--- src/rtl/riscv_mem_pkg.sv ---
// Shared definitions for the MEM-stage load/store unit: funct3 encodings,
// FSM state type, widths and the fault decode used at request acceptance.
package riscv_mem_pkg;

  localparam int XLEN   = 64;
  localparam int ADDR_W = 64;

  localparam logic [2:0] F3_LB  = 3'b000;
  localparam logic [2:0] F3_LH  = 3'b001;
  localparam logic [2:0] F3_LW  = 3'b010;
  localparam logic [2:0] F3_LD  = 3'b011;
  localparam logic [2:0] F3_LBU = 3'b100;
  localparam logic [2:0] F3_LHU = 3'b101;
  localparam logic [2:0] F3_LWU = 3'b110;

  typedef enum logic [2:0] {
    S_IDLE   = 3'd0,
    S_LOAD   = 3'd1,
    S_RMW_RD = 3'd2,
    S_WRITE  = 3'd3,
    S_DONE   = 3'd4
  } lsu_state_e;

  // funct3[1:0] encodes the access size for both loads and stores.
  function automatic logic access_fault(input logic       is_store,
                                        input logic [2:0] funct3,
                                        input logic [2:0] offset);
    logic illegal;
    logic misaligned;
    illegal = (funct3 == 3'b111) || (is_store && funct3[2]);
    case (funct3[1:0])
      2'b01:   misaligned = offset[0];
      2'b10:   misaligned = (offset[1:0] != 2'b00);
      2'b11:   misaligned = (offset != 3'b000);
      default: misaligned = 1'b0;
    endcase
    return illegal || misaligned;
  endfunction

endpackage

--- src/rtl/load_align.sv ---
// Combinational load lane extraction: selects the little-endian lane at the
// byte offset within a doubleword and sign- or zero-extends it per funct3.
module load_align
  import riscv_mem_pkg::*;
(
  input  logic [XLEN-1:0] dword,
  input  logic [2:0]      offset,
  input  logic [2:0]      funct3,
  output logic [XLEN-1:0] result
);

  logic [XLEN-1:0] shifted;

  assign shifted = dword >> {offset, 3'b000};

  always_comb begin
    result = '0;
    case (funct3)
      F3_LB:   result = {{56{shifted[7]}}, shifted[7:0]};
      F3_LH:   result = {{48{shifted[15]}}, shifted[15:0]};
      F3_LW:   result = {{32{shifted[31]}}, shifted[31:0]};
      F3_LD:   result = shifted;
      F3_LBU:  result = {56'd0, shifted[7:0]};
      F3_LHU:  result = {48'd0, shifted[15:0]};
      F3_LWU:  result = {32'd0, shifted[31:0]};
      default: result = '0;
    endcase
  end

endmodule

--- src/rtl/load_store_unit.sv ---
// MEM-stage load/store unit: maps RV64 byte..doubleword accesses onto a
// doubleword-only memory, using read-modify-write for narrow stores.
module load_store_unit
  import riscv_mem_pkg::*;
(
  input  logic              clk,
  input  logic              rst_n,
  input  logic              req_valid,
  output logic              req_ready,
  input  logic              req_is_store,
  input  logic [2:0]        req_funct3,
  input  logic [ADDR_W-1:0] req_addr,
  input  logic [XLEN-1:0]   req_wdata,
  output logic              resp_valid,
  output logic [XLEN-1:0]   resp_rdata,
  output logic              resp_fault,
  output logic              mem_read,
  output logic              mem_write,
  output logic [ADDR_W-1:0] mem_address,
  output logic [XLEN-1:0]   mem_write_data,
  input  logic [XLEN-1:0]   mem_read_data
);

  // Handshake: a request transfers on a rising edge where req_valid and
  // req_ready are both high; req_ready depends only on state and rst_n, and
  // the requester must hold req_valid and its payload until that edge.

  lsu_state_e        state_q;
  lsu_state_e        state_d;
  logic [ADDR_W-1:0] addr_q;
  logic [2:0]        funct3_q;
  logic              is_store_q;
  logic [XLEN-1:0]   wdata_q;
  logic [XLEN-1:0]   merged_q;
  logic [XLEN-1:0]   resp_rdata_q;
  logic              resp_fault_q;
  logic              req_fault;
  logic              accept;
  logic [XLEN-1:0]   load_result;

  function automatic logic [XLEN-1:0] store_merge(input logic [XLEN-1:0] old_dword,
                                                  input logic [XLEN-1:0] wdata,
                                                  input logic [2:0]      offset,
                                                  input logic [1:0]      size);
    logic [XLEN-1:0] mask;
    logic [5:0]      shamt;
    shamt = {offset, 3'b000};
    case (size)
      2'b00:   mask = 64'h0000_0000_0000_00FF;
      2'b01:   mask = 64'h0000_0000_0000_FFFF;
      2'b10:   mask = 64'h0000_0000_FFFF_FFFF;
      default: mask = 64'hFFFF_FFFF_FFFF_FFFF;
    endcase
    mask = mask << shamt;
    return (old_dword & ~mask) | ((wdata << shamt) & mask);
  endfunction

  assign req_fault = access_fault(req_is_store, req_funct3, req_addr[2:0]);
  assign accept    = req_valid && req_ready;

  load_align u_load_align (
    .dword  (mem_read_data),
    .offset (addr_q[2:0]),
    .funct3 (funct3_q),
    .result (load_result)
  );

  always_comb begin
    state_d = state_q;
    case (state_q)
      S_IDLE: begin
        if (req_valid) begin
          if (req_fault)                  state_d = S_DONE;
          else if (!req_is_store)         state_d = S_LOAD;
          else if (req_funct3 == F3_LD)   state_d = S_WRITE;
          else                            state_d = S_RMW_RD;
        end
      end
      S_LOAD:   state_d = S_DONE;
      S_RMW_RD: state_d = S_WRITE;
      S_WRITE:  state_d = S_DONE;
      S_DONE:   state_d = S_IDLE;
      default:  state_d = S_IDLE;
    endcase
  end

  always_ff @(posedge clk) begin
    if (!rst_n) begin
      state_q      <= S_IDLE;
      addr_q       <= '0;
      funct3_q     <= '0;
      is_store_q   <= 1'b0;
      wdata_q      <= '0;
      merged_q     <= '0;
      resp_rdata_q <= '0;
      resp_fault_q <= 1'b0;
    end else begin
      state_q <= state_d;
      if (accept) begin
        addr_q       <= req_addr;
        funct3_q     <= req_funct3;
        is_store_q   <= req_is_store;
        wdata_q      <= req_wdata;
        merged_q     <= req_wdata;
        resp_rdata_q <= '0;
        resp_fault_q <= req_fault;
      end
      if (state_q == S_LOAD && !is_store_q) begin
        resp_rdata_q <= load_result;
      end
      if (state_q == S_RMW_RD) begin
        merged_q <= store_merge(mem_read_data, wdata_q, addr_q[2:0], funct3_q[1:0]);
      end
    end
  end

  // Strobes are gated by rst_n so an access caught by reset never reaches memory.
  assign req_ready      = rst_n && (state_q == S_IDLE);
  assign resp_valid     = rst_n && (state_q == S_DONE);
  assign mem_read       = rst_n && ((state_q == S_LOAD) || (state_q == S_RMW_RD));
  assign mem_write      = rst_n && (state_q == S_WRITE);
  assign mem_address    = {addr_q[ADDR_W-1:3], 3'b000};
  assign mem_write_data = merged_q;
  assign resp_rdata     = resp_rdata_q;
  assign resp_fault     = resp_fault_q;

endmodule
--- config.mk ---
export PLATFORM = sky130hd
export DESIGN_NAME = load_store_unit
export DESIGN_NICKNAME = d
export VERILOG_FILES = /design/src/rtl/riscv_mem_pkg.sv /design/src/rtl/load_align.sv /design/src/rtl/load_store_unit.sv
export SDC_FILE = /design/constraint.sdc
export NUM_CORES = 1
export LEC_CHECK = 0
export ABC_AREA = 1
export CORE_MARGIN = 2
export CORE_UTILIZATION = 46
export DETAILED_ROUTE_END_ITERATION = 16
export GPL_TIMING_DRIVEN = 0
export PLACE_DENSITY = 0.73
export SYNTH_ARGS = -nofsm -noshare
export SYNTH_HDL_FRONTEND = slang
export SYNTH_HIERARCHICAL = 1
export SYNTH_SLANG_ARGS = --single-unit
--- constraint.sdc ---
create_clock -name clk -period 1.7 [get_ports clk]
set_clock_uncertainty 0.05 [all_clocks]
set_input_delay 0.17 -clock clk [delete_from_list [all_inputs] [get_ports clk]]
set_output_delay 0.17 -clock clk [all_outputs]
set_load 0.01 [all_outputs]
==> flow_summary.json <==
{
  "drt_iter0_markers": 2626,
  "wl_um": 83300,
  "dp_hpwl_um": 62000,
  "ys_ff_latch": 264,
  "cp_num_cells": 12,
  "cp-startpoint": "addr_q[0]",
  "synthArstFlopShare": 0,
  "rr_worst_depth": 12,
  "layout-drive-gt1-share": 0.244,
  "design_power_total_mw": 20.2,
  "cp_data_required_time_ns": 2.10,
  "fin_ws_ns": -0.417,
  "cp_num_buf_inv": 4,
  "grt_pass1_wl_um": 117000,
  "ys_types": 32,
  "io_buffers": 391,
  "synthFlopType": "dfxtp_1",
  "drtPass1Iterations": 8,
  "synthAdderAreaFrac": 0,
  "core_mm2": 0.0325,
  "p_leak_nw": 10.1,
  "synth_area_mm2": 0.0152,
  "fmax_mhz": 472,
  "hold_violations": 0,
  "tns_ns": -27.79,
  "synth.most_common_cell": "nand2_1",
  "nFillCells": 2553,
  "crit_fanout": 8,
  "r2r_end": "resp_rdata[63]",
  "end_kind": "register",
  "rows": 66,
  "p_per_area_mw_per_mm2": 856,
  "cts_tree": "built",
  "synth_edf_count": 0,
  "clockBufferDepth": 3,
  "final_util": 0.726,
  "min_path_type": "in2reg",
  "period_needed_ns": 2.12,
  "yosys.area_share.xor_xnor": 0,
  "gp_congestion": 1.07,
  "cpMaxStageDelayCell": "dfxtp_4",
  "cts.sinks": 264,
  "synth_mux_area_frac": 0,
  "drtAntennaViolNets": 0,
  "synth_top_family_by_area": "simple AND/OR/NAND/NOR gates",
  "cp_top_family": "simple AND/OR/NAND/NOR gates",
  "cp.arrival_ns": 2.51,
  "ir_drop_mv": 0.920,
  "grt_max_degree": 20,
  "power_switching_mw": 7.16,
  "stdcell_count": 3382,
  "ios": 396,
  "r2r_slack_ns": -0.42,
  "synthTopCellsByCount": "nand2_1, nand3_1, dfxtp_1",
  "drc": 0,
  "netlist_instances": 2426,
  "die_h_um": 186,
  "clk_latency_ns": 0.59,
  "synth_warnings": 6,
  "maxCapViolCount": 0,
  "area_growth_pct": 55.1,
  "slew_viol_final": 0,
  "synth.yosys.seq_area_share": 0.347,
  "p_clk_frac": 0.311,
  "vias_per_cell": 6.09,
  "seq_power_share": 0.343,
  "start_util": 0.468,
  "setup_viol": 284,
  "yosys-top-cells-area": "dfxtp_1, nand2_1, nand3_1",
  "nets": 3119,
  "power_frac_comb": 0.346,
  "finalCritPeriodShare": 1.25,
  "synth_simple_gate_area_frac": 0.397,
  "antenna_found_initial": 3,
  "htreeDepth": 1,
  "outcome": "complete, but fails checks",
  "swShare": 0.354,
  "synth.avg_cell_area_um2": 6.28,
  "worstPathCellList": "buf_8 > buf_4 > nand2_2 > nand3_2 > nand3_2 > nand2_2 > nand2_4 > buf_6 > buf_6 > nand4_1 > nand4_1 > a21oi_2",
  "r2r-start": "addr_q[0]",
  "max_stage_delay_ns": 0.36,
  "endpoint": "resp_rdata[63]",
  "min_path_cells": 3,
  "tightest_slew_ns": 0.867,
  "synth_compound_area_frac": 0.136,
  "grt.overflow.total": 0,
  "clk_pin_slew_ns": 0.07,
  "internal_power_mw": 13.1,
  "grt_pass1_vias": 19051,
  "root_buffer": "clkbuf_16",
  "vias": 20594,
  "slew_headroom": 0.422,
  "wire_per_inst_um": 24.6,
  "placed_cells": 3261,
  "worstSetupPathType": "reg2reg",
  "track_usage": 0.456,
  "cp-start-kind": "register",
  "violations": "setup timing",
  "synth_top_area_share": 0.347,
  "fp.dieW_um": 186,
  "rsz0062_at_grt": "yes",
  "yosysTopAreaCell": "dfxtp_1",
  "dieArea_mm2": 0.0346,
  "cts_buffers": 27
}
==> tightest hold or removal path: cells and delay by family <==
kind / cells / cell delay (ns)
buffers and inverters: 1 / 0.39
AND/OR/NAND/NOR: 2 / 0.10
==> registers in the layout (all words and copies together) (netlist names) <==
register and flops:
addr_q 64, funct3_q 3, is_store_q 1, mem_write_data 64, resp_fault 1, resp_rdata 64
state_q 3, wdata_q 64
==> stage by stage <==
stage	instance area [µm²]	setup slack, ns	hold slack (ns)
after floorplan	15200	0.125	0.230
after global placement	19700	-1.02	0.402
after detailed placement	19700	-1.03	0.407
after CTS	22300	-0.228	0.0814
after global routing	23600	-0.386	0.0905
final	23600	-0.417	0.0810
==> cell usage in the layout, fill, tap and decap left out, types with 15 or more instances in the layout <==
master / Yosys / routed
a21oi_2: 0 / 49
nand2_1: 847 / 711
nand3_2: 1 / 52
o211ai_1: 19 / 19
clkbuf_16: 0 / 36
nand2_4: 0 / 32
o21ai_2: 1 / 34
a21oi_1: 259 / 204
nand2_2: 3 / 106
inv_1: 87 / 79
nand4_1: 106 / 106
buf_8: 0 / 19
clkbuf_2: 0 / 27
o21ai_0: 99 / 44
nand3_1: 346 / 288
buf_4: 78 / 149
buf_6: 11 / 32
buf_12: 0 / 15
buf_2: 74 / 35
clkdlybuf4s50_1: 0 / 367
clkbuf_1: 81 / 44
nor2_1: 86 / 69
dfxtp_1: 264 / 249
o21ai_1: 8 / 21
==> timing repair <==
item | CTS | global route
hold endpoints to repair | 0 | 0
pin swaps | 78 | 123
setup buffers | 38 | 16
setup endpoints to repair | 333 | 382
resized for setup | 475 | 297
gates cloned | 12 | 7
hold buffers | 0 | 0
==> per-layer routing <==
layer	wire length, µm	track usage	vias up
li1	-	-	9011
met1	30500	0.568	9594
met2	35900	0.719	1642
met3	11700	0.141	343
met4	5200	0.211	4
met5	26	0	-
==> area by class of cell <==
class / count / area (µm²) / area share
plain buffers: 259 / 2090 / 0.0884
repair buffers: 463 / 4690 / 0.198
inverters: 98 / 420 / 0.0178
clock inverters: 11 / 151 / 0.00641
well taps: 442 / 553 / 0.0234
clock buffers: 37 / 753 / 0.0319
multi-input cells: 1807 / 9650 / 0.408
diodes: 1 / 2.50 / 0.000106
flip-flops and latches: 264 / 5320 / 0.225
==> cell families (layout without fill, tap and decap cells) <==
family | Yosys count | count (layout)
simple gates | 1404 | 1405
compound gates | 399 | 399
buf+inv | 358 | 868
flops | 264 | 264
other cells | 1 | 4
==> worst min-delay path by stage <==
stage               slack (ns)                end               from
floorplan                 0.23         addr_q[10]       req_addr[10]
global placement          0.40  mem_write_data[7]  mem_write_data[7]
detailed placement        0.41  mem_write_data[7]  mem_write_data[7]
CTS                       0.08         addr_q[28]       req_addr[28]
global route              0.09         addr_q[62]       req_addr[62]
finish                    0.08         addr_q[28]       req_addr[28]
==> power groups by stage <==
stage	registers [mW]	logic, mW	clock network [mW]
global route	6.97	7.29	6.50
finish	6.94	7.00	6.29
CTS	6.91	6.15	6.21
floorplan	6.99	2.88	0
global placement	7.01	5.28	0
detailed placement	7.02	5.35	0
Power figures use the tool's default switching activity.
